### config.mk
export PLATFORM = sky130hd
export DESIGN_NAME = lut4_frame_config_loader
export DESIGN_NICKNAME = d
export VERILOG_FILES = /design/src/rtl/lut4_loader_pkg.sv /design/src/rtl/lut4_cfg_shadow.sv /design/src/rtl/lut4_frame_config_loader.sv
export SDC_FILE = /design/constraint.sdc
export NUM_CORES = 1
export LEC_CHECK = 0
export BUFFER_PORTS_ARGS = -buffer_cell sky130_fd_sc_hd__buf_2
export CAP_MARGIN = 20
export CORE_AREA = 2 2 201 203
export DETAILED_ROUTE_END_ITERATION = 10
export DIE_AREA = 0 0 203 205
export GPL_ROUTABILITY_DRIVEN = 0
export SETUP_SLACK_MARGIN = 0.05
export SLEW_MARGIN = 15
export SYNTH_ARGS = -nofsm -noshare
export SYNTH_HDL_FRONTEND = slang
export SYNTH_SLANG_ARGS = --single-unit
### constraint.sdc
create_clock -name UserCLK -period 8.4 [get_ports UserCLK]
set_input_delay 1.68 -clock UserCLK [delete_from_list [all_inputs] [get_ports UserCLK]]
set_output_delay 1.68 -clock UserCLK [all_outputs]
set_load 0.02 [all_outputs]
### src/rtl/lut4_loader_pkg.sv
`default_nettype none
// ============================================================================
// Module      : lut4_loader_pkg
// Description : Shared constants, header field positions and FSM state
//               encoding for the LUT4 frame configuration loader.
// Revision    : 1.0 - initial release
// ============================================================================
package lut4_loader_pkg;

    localparam int         LUT_CFG_W     = 19;
    localparam logic [7:0] SYNC_BYTE     = 8'hFA;
    localparam int         HDR_SYNC_LSB  = 24;
    localparam int         HDR_START_LSB = 16;
    localparam int         HDR_COUNT_LSB = 8;

    typedef enum logic [2:0] {
        ST_IDLE   = 3'd0,
        ST_HDR    = 3'd1,
        ST_DATA   = 3'd2,
`ifdef LUT4_LOADER_CHECKSUM_EN
        ST_CHK    = 3'd3,
`endif
        ST_COMMIT = 3'd4,
        ST_ERR    = 3'd5
    } loader_state_t;

endpackage
`default_nettype wire

### src/rtl/lut4_cfg_shadow.sv
`default_nettype none
// ============================================================================
// Module      : lut4_cfg_shadow
// Description : Per-BEL shadow register file plus the active configuration
//               register; a commit copies only BELs start..start+count-1.
// Revision    : 1.0 - initial release
// ============================================================================
module lut4_cfg_shadow #(
    parameter int NUM_LUTS = 8,
    parameter int CFG_W    = 19,
    parameter int IDX_W    = 3
) (
    input  logic                      UserCLK,
    input  logic                      RST,
    input  logic                      wr_en,
    input  logic [IDX_W-1:0]          wr_idx,
    input  logic [CFG_W-1:0]          wr_data,
    input  logic                      commit,
    input  logic [7:0]                commit_start,
    input  logic [7:0]                commit_count,
    output logic [NUM_LUTS*CFG_W-1:0] active_cfg
);

    logic [8:0] w_commit_end;

    assign w_commit_end = {1'b0, commit_start} + {1'b0, commit_count};

    for (genvar k = 0; k < NUM_LUTS; k++) begin : g_bel
        logic [CFG_W-1:0] r_shadow;
        logic [CFG_W-1:0] r_active;
        logic             w_in_window;

        assign w_in_window = (9'(k) >= {1'b0, commit_start}) && (9'(k) < w_commit_end);

        always_ff @(posedge UserCLK) begin
            if (RST) begin
                r_shadow <= '0;
                r_active <= '0;
            end else begin
                if (wr_en && (wr_idx == IDX_W'(k)))
                    r_shadow <= wr_data;
                if (commit && w_in_window)
                    r_active <= r_shadow;
            end
        end

        assign active_cfg[k*CFG_W +: CFG_W] = r_active;
    end

endmodule
`default_nettype wire

### src/rtl/lut4_frame_config_loader.sv
`default_nettype none
// ============================================================================
// Module      : lut4_frame_config_loader
// Description : Header/data stream loader committing LUT4 BEL configuration
//               atomically. Optional trailer checksum: LUT4_LOADER_CHECKSUM_EN.
// Revision    : 1.0 - initial release
// ============================================================================
module lut4_frame_config_loader
    import lut4_loader_pkg::*;
#(
    parameter int NumLUTs      = 8,
    parameter int NoConfigBits = LUT_CFG_W
) (
    input  logic                            UserCLK,
    input  logic                            RST,
    input  logic [31:0]                     in_data,
    input  logic                            in_valid,
    output logic                            in_ready,
    output logic [NumLUTs*NoConfigBits-1:0] ConfigBits,
    output logic                            EN_gate,
    output logic                            busy,
    output logic                            done,
    output logic                            err,
    input  logic                            err_clr
);

    localparam int IDX_W = (NumLUTs > 1) ? $clog2(NumLUTs) : 1;

    loader_state_t r_state;
    logic          r_in_ready;
    logic          r_busy;
    logic          r_done;
    logic          r_err;
    logic          r_en_gate;
    logic [7:0]    r_start;
    logic [7:0]    r_count;
    logic [7:0]    r_cnt;
`ifdef LUT4_LOADER_CHECKSUM_EN
    logic [NoConfigBits-1:0] r_xor;
`endif

    logic       w_xfer;
    logic [7:0] w_hdr_sync;
    logic [7:0] w_hdr_start;
    logic [7:0] w_hdr_count;
    logic       w_hdr_ok;
    logic       w_last_word;
    logic       w_wr_en;
    logic       w_commit;

    assign w_xfer      = in_valid & r_in_ready;
    assign w_hdr_sync  = in_data[HDR_SYNC_LSB  +: 8];
    assign w_hdr_start = in_data[HDR_START_LSB +: 8];
    assign w_hdr_count = in_data[HDR_COUNT_LSB +: 8];
    // 9-bit sum so a large start index cannot wrap back into range
    assign w_hdr_ok    = (w_hdr_sync == SYNC_BYTE) && (w_hdr_count != 8'd0) &&
                         (({1'b0, w_hdr_start} + {1'b0, w_hdr_count}) <= 9'(NumLUTs));
    assign w_last_word = (r_cnt == (r_count - 8'd1));
    assign w_wr_en     = (r_state == ST_DATA) && w_xfer;
    assign w_commit    = (r_state == ST_COMMIT);

    always_ff @(posedge UserCLK) begin
        if (RST) begin
            r_state    <= ST_IDLE;
            r_in_ready <= 1'b0;
            r_busy     <= 1'b0;
            r_done     <= 1'b0;
            r_err      <= 1'b0;
            r_en_gate  <= 1'b1;
            r_start    <= 8'd0;
            r_count    <= 8'd0;
            r_cnt      <= 8'd0;
`ifdef LUT4_LOADER_CHECKSUM_EN
            r_xor      <= '0;
`endif
        end else begin
            r_done <= 1'b0;
            case (r_state)
                ST_IDLE: begin
                    r_state    <= ST_HDR;
                    r_in_ready <= 1'b1;
                end
                ST_HDR: begin
                    if (w_xfer) begin
                        if (w_hdr_ok) begin
                            r_start <= w_hdr_start;
                            r_count <= w_hdr_count;
                            r_cnt   <= 8'd0;
                            r_busy  <= 1'b1;
                            r_state <= ST_DATA;
`ifdef LUT4_LOADER_CHECKSUM_EN
                            r_xor   <= '0;
`endif
                        end else begin
                            r_state    <= ST_ERR;
                            r_in_ready <= 1'b0;
                            r_err      <= 1'b1;
                            r_en_gate  <= 1'b0;
                            r_busy     <= 1'b0;
                        end
                    end
                end
                ST_DATA: begin
                    if (w_xfer) begin
                        r_cnt <= r_cnt + 8'd1;
`ifdef LUT4_LOADER_CHECKSUM_EN
                        r_xor <= r_xor ^ in_data[NoConfigBits-1:0];
                        if (w_last_word)
                            r_state <= ST_CHK;
`else
                        if (w_last_word) begin
                            r_state    <= ST_COMMIT;
                            r_in_ready <= 1'b0;
                            r_en_gate  <= 1'b0;
                        end
`endif
                    end
                end
`ifdef LUT4_LOADER_CHECKSUM_EN
                ST_CHK: begin
                    if (w_xfer) begin
                        r_in_ready <= 1'b0;
                        r_en_gate  <= 1'b0;
                        if (in_data[NoConfigBits-1:0] == r_xor) begin
                            r_state <= ST_COMMIT;
                        end else begin
                            r_state <= ST_ERR;
                            r_err   <= 1'b1;
                            r_busy  <= 1'b0;
                        end
                    end
                end
`endif
                ST_COMMIT: begin
                    r_state   <= ST_IDLE;
                    r_done    <= 1'b1;
                    r_busy    <= 1'b0;
                    r_en_gate <= 1'b1;
                end
                ST_ERR: begin
                    if (err_clr) begin
                        r_state   <= ST_IDLE;
                        r_err     <= 1'b0;
                        r_en_gate <= 1'b1;
                    end
                end
                default: begin
                    r_state    <= ST_IDLE;
                    r_in_ready <= 1'b0;
                end
            endcase
        end
    end

    lut4_cfg_shadow #(
        .NUM_LUTS (NumLUTs),
        .CFG_W    (NoConfigBits),
        .IDX_W    (IDX_W)
    ) u_shadow (
        .UserCLK      (UserCLK),
        .RST          (RST),
        .wr_en        (w_wr_en),
        .wr_idx       (IDX_W'(r_start + r_cnt)),
        .wr_data      (in_data[NoConfigBits-1:0]),
        .commit       (w_commit),
        .commit_start (r_start),
        .commit_count (r_count),
        .active_cfg   (ConfigBits)
    );

    assign in_ready = r_in_ready;
    assign busy     = r_busy;
    assign done     = r_done;
    assign err      = r_err;
    assign EN_gate  = r_en_gate;

endmodule
`default_nettype wire

# == Yosys cells after proc, flatten, opt, wreduce, memory -nomap -nowiden ==
# Index checks and enable logic that the tools add are counted.
# totals
inputBits,36
reg_bits,336
# classes
muxes,25
n_addsub,5
n_eq_ne,19
order_cmp,17
reduce_logical,42
bitwise,2
# op_table
operator,n
"3-bit by 9-bit less-than comparator with 1-bit output, first input constant",4
"3-bit by 8-bit >= comparator with 1-bit output, first input constant",4
1-bit logical AND,27
8-bit two-way mux,3
8-bit by 8-bit adder with 9-bit output,2
"3-bit == test, second input constant",6
"1-bit by 9-bit less-than comparator with 1-bit output, first input constant",2
"2-bit by 9-bit less-than comparator with 1-bit output, first input constant",2
"1-bit by 8-bit >= comparator with 1-bit output, first input constant",2
"2-bit by 8-bit >= comparator with 1-bit output, first input constant",2
8-bit case mux with 2 select lines,1
3-bit two-way mux,5
"2-bit inequality test, second input constant",6
3-bit case mux with 4 select lines,1
4-bit AND reduction,3
1-bit two-way mux,11
"3-bit by 2-bit == test with 1-bit output, second input constant",3
"9-bit by 4-bit less-or-equal comparator with 1-bit output, second input constant",1
"8-bit by 1-bit adder with 8-bit output, second input constant",1
8-bit == test,1
"8-bit == test, second input constant",1
1-bit case mux with 4 select lines,2
8-bit nonzero test,1
"8-bit by 1-bit subtractor with 8-bit output, second input constant",1
other kinds (13),18

# == Longest topological paths before layout ==
# Gate-level depths: netlist of run 1.
# logic_depth
depth_word,6
depth_mapped,10
mapped_depth_nobuf,8

# == Cells and area by module ==
# A second synthesis of run 1 with hierarchy kept.
# hier_totals
cells_unflattened,1639
hier_area_um2,14510.2
# modules_own_cells
module,seq_area_each_um2,area_per_inst_um2,cells_each,n_inst
lut4_cfg_shadow,6085.8,12459.4,1404,1
lut4_frame_config_loader,640.6,2050.7,235,1

# == Worst setup path before layout of run 1 ==
# OpenSTA, ideal clock, no wires.
# synth_path
kind,in2reg
start,in in_data[8]
end,reg r_start[1]
path_stages,10
path_buffers,2
t_arrival_ns,3.770
path_slack_ns,4.503
path_cell_list,ha_1 > fa_1 > and3_1 > or3_1 > a32oi_1 > nor4b_2 > buf_4 > buf_6 > mux2i_1 > nor2_1
# synth_between
elab_chain_len,4
# synth_lines
item,line,text
"start, declared",lut4_frame_config_loader.sv:16,"input logic [31:0] in_data,"
8-bit by 8-bit adder with 9-bit output or 8-bit nonzero test (tied branches),"lut4_frame_config_loader.sv:57, lut4_frame_config_loader.sv:56",
9-bit by 4-bit less-or-equal comparator with 1-bit output or 1-bit logical AND (tied branches),"lut4_frame_config_loader.sv:57, lut4_frame_config_loader.sv:56",
1-bit logical AND (*),lut4_frame_config_loader.sv:56,assign w_hdr_ok = (w_hdr_sync == SYNC_BYTE) && (w_hdr_count != 8'd0) &&
3-bit AND reduction (no source line) (*),--,
"end signal, assigned",lut4_frame_config_loader.sv:86,r_start <= w_hdr_start;
"end, declared",lut4_frame_config_loader.sv:35,logic [7:0] r_start;
# Every way passes the cells marked *; elsewhere a longest branch is shown, timed or not.
# A chain may end at the register's enable or synchronous reset.

# == Worst setup path in the final report of run 1 ==
# layout_path
start,in in_data[8]
end,reg r_count[1]
# layout_between
elab_chain_len,4
# layout_lines
item,line,text
8-bit by 8-bit adder with 9-bit output or 8-bit nonzero test (tied branches),"lut4_frame_config_loader.sv:57, lut4_frame_config_loader.sv:56",
9-bit by 4-bit less-or-equal comparator with 1-bit output or 1-bit logical AND (tied branches),"lut4_frame_config_loader.sv:57, lut4_frame_config_loader.sv:56",
1-bit logical AND (*),lut4_frame_config_loader.sv:56,
3-bit AND reduction (no source line) (*),--,
"end signal, assigned",lut4_frame_config_loader.sv:87,r_count <= w_hdr_count;
"end, declared",lut4_frame_config_loader.sv:36,logic [7:0] r_count;
# Marked as above.

==> impl_results.md, run 1 <==
* Status: complete, no violations
* Relative slew slack at between 30% and 40%
* Core Region at just under 0.04 mm²
* Worst-Margin Slew at around 1000 ps
* RSZ-0062 raised after global routing: false
* Fmax at about 0.26 GHz
* Mapped Cells at ~1500
* Post-Route WL at roughly 39000 µm
* IO Port Bufs at ~190
* Post-Synth Simple-Gate Area at between 10% and 20%
* Final routed DRC violation total at 0
* Worst hold endpoint: u_shadow.g_bel[5].r_shadow[6]$_SDFFE_PP0P_
* Worst hold start: u_shadow.g_bel[5].r_shadow[6]$_SDFFE_PP0P_
* Hold Crit Class: register to register
* Final Hold Viols at 0
* Top-count cell post-synth: dfxtp_1
* Post-synthesis mux area share at ~15%
* Area contributors post-synth: dfxtp_1 (49%), mux2i_1 (15%), nand2_1 (6.7%)
* Leak at 6.83 nW
* Number of synthesis warnings at 0
* CP required at a little under 9000 ps
* Detailed-placement wirelength estimate at roughly 25000 µm
* Clock Tree Buf Depth at 3
* 1st-iter DRT viols at 572
* CTS H-tree lvls at 2
* Starting Density at around 35%
* DRT Pass-1 Iters at 5
* Largest net degree at the start of global routing at 154
* Adder-cell share of the synthesized area at around 2.2%
* Maximum vdd drop at 0.000142 V
* Via count at about 11000
* Sequential area share after synthesis at between 40% and 50%
* TritonCTS buffer count at 38
* Clock transition at path regs at ~60 ps
* Die Y at between 200 and 250 µm
* Cts hold-fix bufs at 0
* Setup-failing EPs final at 0
* Post-CTS setup buffers at 0
* Min-Delay Path Depth at 2
* Overflow after GRT at 0
* Critical R2R Launch: r_start[1]$_SDFFE_PP0P_
* First-pass GRT wire length at a little under 60000 µm
* Crit path DAT at approximately 4200 ps
* Setup crit start: in_data[8]
* Area grow syn2layout at 19.5%
* Vias in the first global route at 9873
* Top post-synthesis cells by count: dfxtp_1 (336), nand2_1 (244), mux2i_1 (207)
* Clock root buffer: clkbuf_16
* Ant diodes at 0
* DIE AREA at roughly 0.042 mm²
* ANT nets after route at 0
* Largest family of logic cells by synthesized area: simple AND/OR/NAND/NOR gates
* Setup crit start kind: input port
* Final #Nets at 1669
* Syn nets at about 1500
* Max FO, Critical Path at 20
* Dominant synthesized flop cell: dfxtp_1
* Cell taking the most area after synthesis: dfxtp_1
* Number of synthesized flops with an enable pin at 0
* TritonCTS clock tree: built
* Clk_skew at between 10 and 15 ps
* Reg2Reg Depth at 8
* Cell Area, Synth at ~0.014 mm²
* Final Util at slightly above 40%
* Insertion delay to the later sink of the worst-skew pair at around 530 ps
* Yosys reg bits at between 300 and 400
* DIE WIDTH at between 200 and 250 µm
* Post-Synth XOR/XNOR Area at between 1.5 and 2%
* Mean routed wirelength per cell at between 15 and 20 µm
* Clock Sinks at around 340
* Flop2flop setup slack at about 5200 ps
* Antenna violations before repair at 0
* Layout cell share with drive strength beyond 1 at 18.1%
* PnR Total Power at 3.50 mW
* Max-cap check violation count at 0
* Complex-gate fraction of the synthesized area at roughly 8.0%
* Type of destination of the critical path: register
* Fin. max-slew vios at 0
* Cell row count at between 70 and 80
* Fin Setup TNS at 0 ps
* Pwr per Cell Area at approximately 220 mW/mm²
* # IOs at approximately 190
* Yosys top cell area share at a little under 50%
* GRT Overall Usage at around 18%
* Fin crit share at between 40% and 50%
* Fin crit period at around 3900 ps
* Ys async rst share at 0%
* Critical path class: input port to register
* Mean number of vias per cell at 4.86
* RR Endpoint: u_shadow.g_bel[4].r_active[7]$_SDFFE_PP0P_
* Number of gates resized after CTS at 0
* Mapped Avg Cell Area at about 9.3 µm²
* Cell variety after synth at 76
## layer usage
metal  vias up  GRT usage [%]  wire length (µm)
li1       5194              -                 -
met1      4970           24.7             18000
met2       298           29.4             17500
met3        52           4.18              2660
met4         0           4.77               786
met5         -              0                 0
## state kept, by name, summed over array words and instances, names as in the netlist
signal / cells
r_state: 3
done: 1
EN_gate: 1
in_ready: 1
u_shadow.g_bel.r_shadow: 152
busy: 1
u_shadow.g_bel.r_active: 152
r_count: 8
r_cnt: 8
err: 1
r_start: 8
## cells by family (layout without fill, tap and decap cells)
group	count (synthesis)	in the layout
and+or+nand+nor	585	585
buffers and inverters	110	283
muxes	207	207
DFF	336	336
xor gates and xnor gates	21	21
adders and majority gates	22	22
AOI/OAI and AO/OA	184	184
## cell type report
type	instances	area (µm²)
Fill cell	3920	23100
Sequential cell	336	6730
Multi-Input combinational cell	1019	6380
Timing Repair Buffer	208	1150
Clock buffer	53	1100
Tap cell	525	657
Clock inverter	14	204
Inverter	8	30.0
## stage by stage
stage	instances	cell area (µm²)	setup slack [ps]	hold WS (ps)
floorplan	1465	13600	4500	431
global placement	2091	14900	4030	439
detailed placement	2092	14900	4010	446
CTS	2159	16200	4560	454
global route	2163	16300	4390	469
finish	2163	16300	4540	452
## cell usage in the layout, fill, tap and decap left out, drive strengths merged, types with 3 or more instances in the layout
master  instances
dfxtp         336
nor4            9
xor2            8
fa              3
mux2i         207
a31oi           5
a311oi          4
nor3            8
xnor2          13
buf           208
nand3           9
or3             8
or3b            3
and2            3
o221ai          3
and3            3
bufinv          5
nor2          193
clkinv          6
o211a           3
inv             9
nand4           7
a21oi         128
nand2         245
clkbuf         53
a21o            3
nand2b         82
a211oi          5
ha             19
o21ai          11
## worst max-delay path, cell delays in order
cell and delay (ps):
buf_2 220, ha_1 280, fa_1 400, and3_1 180, or3_1 350, a32oi_1 230, nor4b_4 240, buf_4 350
mux2i_1 240, nor2_1 60
## how the worst max path moves through the flow
| stage | endpoint | slack [ps] |
|---|---|---|
| finish | r_count[1]$_SDFFE_PP0P_ | 4540 |
| global route | r_count[1]$_SDFFE_PP0P_ | 4390 |
| CTS | r_count[1]$_SDFFE_PP0P_ | 4560 |
| detailed placement | r_count[1]$_SDFFE_PP0P_ | 4010 |
| global placement | r_count[5]$_SDFFE_PP0P_ | 4030 |
| floorplan | r_start[1]$_SDFFE_PP0P_ | 4500 |
## report_power, final
group | internal (mW) | leakage (nW) | switching, mW
clock network | 1.07 | 0.638 | 0.661
registers | 1.60 | 2.71 | 0.0114
logic | 0.0469 | 3.49 | 0.113
(Power assumes the default switching activity.)
==> run 2, diff against run 1 <==
==> constraint.sdc (replaced) <==
create_clock -name UserCLK -period 4 [get_ports UserCLK]
set_input_delay 0.8 -clock UserCLK [delete_from_list [all_inputs] [get_ports UserCLK]]
set_output_delay 0.8 -clock UserCLK [all_outputs]
set_load 0.02 [all_outputs]
==> run 2 against run 1 <==
Routed wire length down 0.16%; combinational power up 120%; clock-buffer cell count down 2; non-clock buffer count up 10; global-route usage up 0.28 points; critical path depth down 2; register-to-register slack worse by 4300 ps; worst hold slack better by 0.96 ps.
==> impl_results.md, run 2 (synthesis results as in run 1) <==
* Status: complete, no violations
* ANT nets after route at 0
* Critical path class: register to register
* DIE AREA at 0.0416 mm²
* Post-Route WL at approximately 40000 µm
* Clock root buffer: clkbuf_16
* Largest net degree at the start of global routing at between 100 and 150
* Met3 routed WL at between 2000 and 3000 µm
* DRT Pass-1 Iters at 7
* P_sw at between 1.5 and 2 mW
* Worst hold start: u_shadow.g_bel[3].r_shadow[9]$_SDFFE_PP0P_
* Most frequent cells in the layout: dfxtp_1 (336), nand2_1 (244), mux2i_1 (207)
* Relative slew slack at 38.5%
* Top flop regs: u_shadow.g_bel.r_active (152), u_shadow.g_bel.r_shadow (152)
* First-pass GRT wire length at between 50000 and 60000 µm
* Post-CTS setup buffers at 0
* Via count at 10500
* Type of destination of the critical path: register
* Area of the multi-input gates at 0.00638 mm²
* Fin. max-slew vios at 0
* Min-Delay Path Depth at 2
* Leak at approximately 6.8 nW
* Top Layer Used: met4
* Fin crit period at a little over 3000 ps
* CTS H-tree lvls at 2
* Insertion delay to the later sink of the worst-skew pair at about 540 ps
* Die Y at a little over 200 µm
* Sequential share of power at between 40% and 50%
* Fin crit share at between 70% and 80%
* Met1 Routed Length at 18200 µm
* IO Port Bufs at 192
* Setup-failing EPs final at 0
* Core Region at a little under 0.04 mm²
* # fillers at slightly below 4000
* Net Sw Frac at 23.3%
* Reg2Reg Depth at 8
* Logic gate share of total power at between 4 and 5%
* Critical R2R Launch: r_count[0]$_SDFFE_PP0P_
* 1st-iter DRT viols at a little under 700
* Antenna violations before repair at 1
* Fmax at 0.325 GHz
* Final Hold Viols at 0
* Number of gates resized after CTS at 0
* GRT Overall Usage at roughly 19%
* Ant diodes at 0
* RR Endpoint: u_shadow.g_bel[0].r_active[6]$_SDFFE_PP0P_
* Max FO, Critical Path at 19
* Final #Nets at ~1700
* Commonest non-fill, non-tap cell in the layout: dfxtp_1
* Setup crit start kind: register
* # IOs at a little under 200
* Layout cell share with drive strength beyond 1 at 18.5%
* Hold WS at ~450 ps
* RSZ-0062 raised after global routing: false
* Crit path DAT at between 3000 and 4000 ps
* Clock transition at path regs at roughly 60 ps
* Cell row count at 73
* Non-Filler Instances at 2172
* Worst hold endpoint: u_shadow.g_bel[3].r_shadow[9]$_SDFFE_PP0P_
* Pwr per Cell Area at around 440 mW/mm²
* Overflow after GRT at 0
* Starting Density at between 30% and 40%
* Mean number of vias per cell at 4.85
* Maximum vdd drop at 0.000351 V
* Hold Crit Class: register to register
* CP required at roughly 4400 ps
* Max-cap check violation count at 0
* Seq. cell area at around 0.0067 mm²
* Flop2flop setup slack at just over 900 ps
* Mean routed wirelength per cell at approximately 18 µm
* DIE WIDTH at about 200 µm
* Clock share of power at 48.2%
* Final Instance Area at approximately 0.016 mm²
* Met2 wire length at 17300 µm
* TritonCTS buffer count at 38
* Placed Cells at around 2100
* TritonCTS clock tree: built
* Clock Tree Buf Depth at 3
* Vias in the first global route at between 10000 and 15000
* Fin Setup TNS at 0 ps
* Worst-Margin Slew at 922 ps
* Final routed DRC violation total at 0
* Cts hold-fix bufs at 0
* Detailed-placement wirelength estimate at roughly 25000 µm
* Pint at between 5 and 6 mW
* Clk_skew at 23.3 ps
* Area grow syn2layout at 19.3%
* Clock Sinks at 336
* Post-DP Area at about 0.015 mm²
## run 2: cell count changes in the layout (fill, tap and decap cells not counted), sizes merged
cell	before	now
buf	208	218
bufinv	5	3
clkbuf	53	51
clkinv	6	10
clkinvlp	2	1
## run 2: worst max-delay path by stage
stage                                  from                                          end
global route        r_count[0]$_SDFFE_PP0P_  u_shadow.g_bel[0].r_active[18]$_SDFFE_PP0P_
global placement                 in_data[8]                      r_count[1]$_SDFFE_PP0P_
floorplan                        in_data[8]                      r_start[1]$_SDFFE_PP0P_
detailed placement               in_data[8]                      r_start[2]$_SDFFE_PP0P_
finish              r_count[0]$_SDFFE_PP0P_   u_shadow.g_bel[0].r_active[6]$_SDFFE_PP0P_
CTS                 r_count[0]$_SDFFE_PP0P_  u_shadow.g_bel[0].r_active[17]$_SDFFE_PP0P_
## run 2: critical path: stages (launching register included)
cell	delay [ps]
dfxtp_1	390
ha_1	270
fa_1	430
xor2_1	230
a2111oi_0	410
o211ai_1	170
a221oi_2	390
a31oi_4	420
mux2i_1	230
## run 2: per-stage QoR
stage / total power, mW / utilization (%) / worst slack [ps]
after global placement: 3.80 / 38.1 / 612
after detailed placement: 3.81 / 38.1 / 526
after global routing: 7.47 / 41.2 / 713
final: 7.22 / 41.2 / 924
after floorplan: 3.67 / - / 983
after CTS: 7.31 / 41.2 / 921
## run 2: routing by layer
metal  vias up  GRT usage [%]
li1       5216              -
met4         0           5.11
met3        60           4.34
met2       288           29.7
met1      4973           25.1
met5         -              0
## run 2: cell type report
class,instances,area share (%)
Multi-Input combinational cell,1019,39.3
Clock buffer,51,6.54
Clock inverter,15,1.13
Tap cell,525,4.05
Inverter,8,0.185
Timing Repair Buffer,218,7.34
Sequential cell,336,41.4
## run 2: power by group through the flow
stage | sequential, mW | combinational (mW) | clock [mW]
4_1_cts | 3.39 | 0.347 | 3.57
5_1_grt | 3.40 | 0.374 | 3.70
3_3_place_gp | 3.46 | 0.341 | 0
6_report | 3.39 | 0.345 | 3.48
2_1_floorplan | 3.47 | 0.201 | 0
3_5_place_dp | 3.47 | 0.346 | 0
==> run 3, diff against run 2 <==
==> constraint.sdc (replaced) <==
create_clock -name UserCLK -period 2.7 [get_ports UserCLK]
set_input_delay 0.54 -clock UserCLK [delete_from_list [all_inputs] [get_ports UserCLK]]
set_output_delay 0.54 -clock UserCLK [all_outputs]
set_load 0.02 [all_outputs]
==> run 3 against run 2 <==
Non-clock buffer count is 36 higher; via count is 0.97% higher; largest cell class unchanged; highest routed layer unchanged; sequential share of layout area is 1.4 points lower; critical endpoint is now u_shadow.g_bel[1].r_active[10]$_SDFFE_PP0P_; global-route usage hardly changed; first-iteration DRC count is 4.2% lower; largest power group unchanged.
==> impl_results.md, run 3 (synthesis results as in run 1) <==
* Status: complete, no violations
* DIE AREA at between 0.04 and 0.05 mm²
* Via count at 10600
* Hold WS at between 200 and 250 ps
* Fmax at about 0.39 GHz
* Fin. max-slew vios at 0
* Fin Setup TNS at 0 ps
* Ant diodes at 0
* ANT nets after route at 0
* Insertion delay to the later sink of the worst-skew pair at between 500 and 600 ps
* Antenna violations before repair at 0
* CTS H-tree lvls at 2
* Layout cell share with drive strength beyond 1 at between 20% and 30%
* Top flop regs: u_shadow.g_bel.r_active (152), u_shadow.g_bel.r_shadow (152)
* Relative slew slack at roughly 65%
* Type of destination of the critical path: register
* DIE WIDTH at between 200 and 250 µm
* IO Port Bufs at ~190
* TritonCTS buffer count at 39
* Max-cap check violation count at 0
* Final WS setup at 147 ps
* Starting Density at 34.6%
* Hold Crit Class: input port to register
* Clk_skew at between 15 and 20 ps
* TritonCTS clock tree: built
* Maximum vdd drop at 0.000496 V
* Final routed DRC violation total at 0
* Clock transition at path regs at about 60 ps
* Post-Route WL at a little under 40000 µm
* Clock root buffer: clkbuf_16
* Pwr per Cell Area at 641 mW/mm²
* Vias in the first global route at roughly 10000
* Worst-Margin Slew at between 500 and 600 ps
* Critical path class: register to register
* # IOs at about 190
* Mean number of vias per cell at ~4.8
* Core Region at 0.0394 mm²
* GRT Overall Usage at a little under a fifth
* Final #Nets at roughly 1700
* Clock Sinks at about 340
* 1st-iter DRT viols at approximately 660
* Setup crit start kind: register
* CP required at ~3100 ps
* Max FO, Critical Path at 9
* Overflow after GRT at 0
* Die Y at between 200 and 250 µm
* RSZ-0062 raised after global routing: true
* Flop2flop setup slack at about 150 ps
* Mean routed wirelength per cell at roughly 18 µm
* Fin crit period at roughly 2600 ps
* Commonest non-fill, non-tap cell in the layout: dfxtp_1
* Final Hold Viols at 0
* Detailed-placement wirelength estimate at roughly 25000 µm
* Leak at ~7.1 nW
* Largest net degree at the start of global routing at between 80 and 90
* First-pass GRT wire length at about 60000 µm
* Crit path DAT at roughly 3000 ps
* Fin crit share at 94.6%
* Setup-failing EPs final at 0
* Clock Tree Buf Depth at 3
* Final Util at 42.7%
* Cts hold-fix bufs at 0
* DP Worst Slack at -138 ps
* Area grow syn2layout at 23.6%
* DRT Pass-1 Iters at 5
* Cell row count at 73
* Most frequent cells in the layout: dfxtp_1 (333), nand2_1 (244), mux2i_1 (207)
==> run 3: what timing repair did <==
action                     CTS  global route
setup endpoints to repair    0           104
gates resized for setup      0            19
buffers inserted             0             1
==> run 3: through the flow <==
stage                     std cells  instance area [µm²]  total power [mW]
after CTS                      2211                16700              10.9
final                          2213                16800              10.8
after detailed placement       2140                15400              5.68
after global routing           2213                16800              11.2
after floorplan                1465                13600              5.44
after global placement         2140                15400              5.67
==> run 3: power breakdown <==
part           switching, mW  total (mW)  internal (mW)
clock                   2.06        5.20           3.14
combinational          0.371       0.547          0.176
sequential            0.0351        5.02           4.99
total                   2.47        10.8           8.31
==> run 3: path summary, 6_finish.rpt <==
kind	from	end	depth (start not counted)
setup / recovery	r_start[0]$_SDFFE_PP0P_	u_shadow.g_bel[1].r_active[10]$_SDFFE_PP0P_	10
hold / removal	err_clr	err$_SDFFE_PP0P_	2
setup reg to reg	r_start[0]$_SDFFE_PP0P_	u_shadow.g_bel[1].r_active[10]$_SDFFE_PP0P_	10
hold reg to reg	u_shadow.g_bel[6].r_shadow[3]$_SDFFE_PP0P_	u_shadow.g_bel[6].r_shadow[3]$_SDFFE_PP0P_	2
==> run 3: worst max-delay path, cell delays in order, from the launching register on <==
cell       delay (ps)
dfxtp_1           380
ha_4              180
fa_2              470
a2111oi_2         350
o211ai_1          170
a221oi_2          190
buf_4             170
a2111oi_4          60
buf_4             170
clkbuf_16         180
mux2i_1           120
==> run 3: layer usage <==
metal  wire [µm]  share of wire (%)  global-route usage, %
met2       17400                 45                   29.6
met3        2410                6.2                   4.09
met4        1030                2.6                   6.36
met1       18200                 47                   24.7
met5           0                  0                      0
==> run 3: area by class of cell <==
class,count,area (µm²)
clock buffer,58,1150
clock inverter,13,125
fill,3819,22500
inverter,8,30.0
multi-input combinational,1019,6460
sequential,336,6730
tap,525,657
timing repair buffer,254,1660
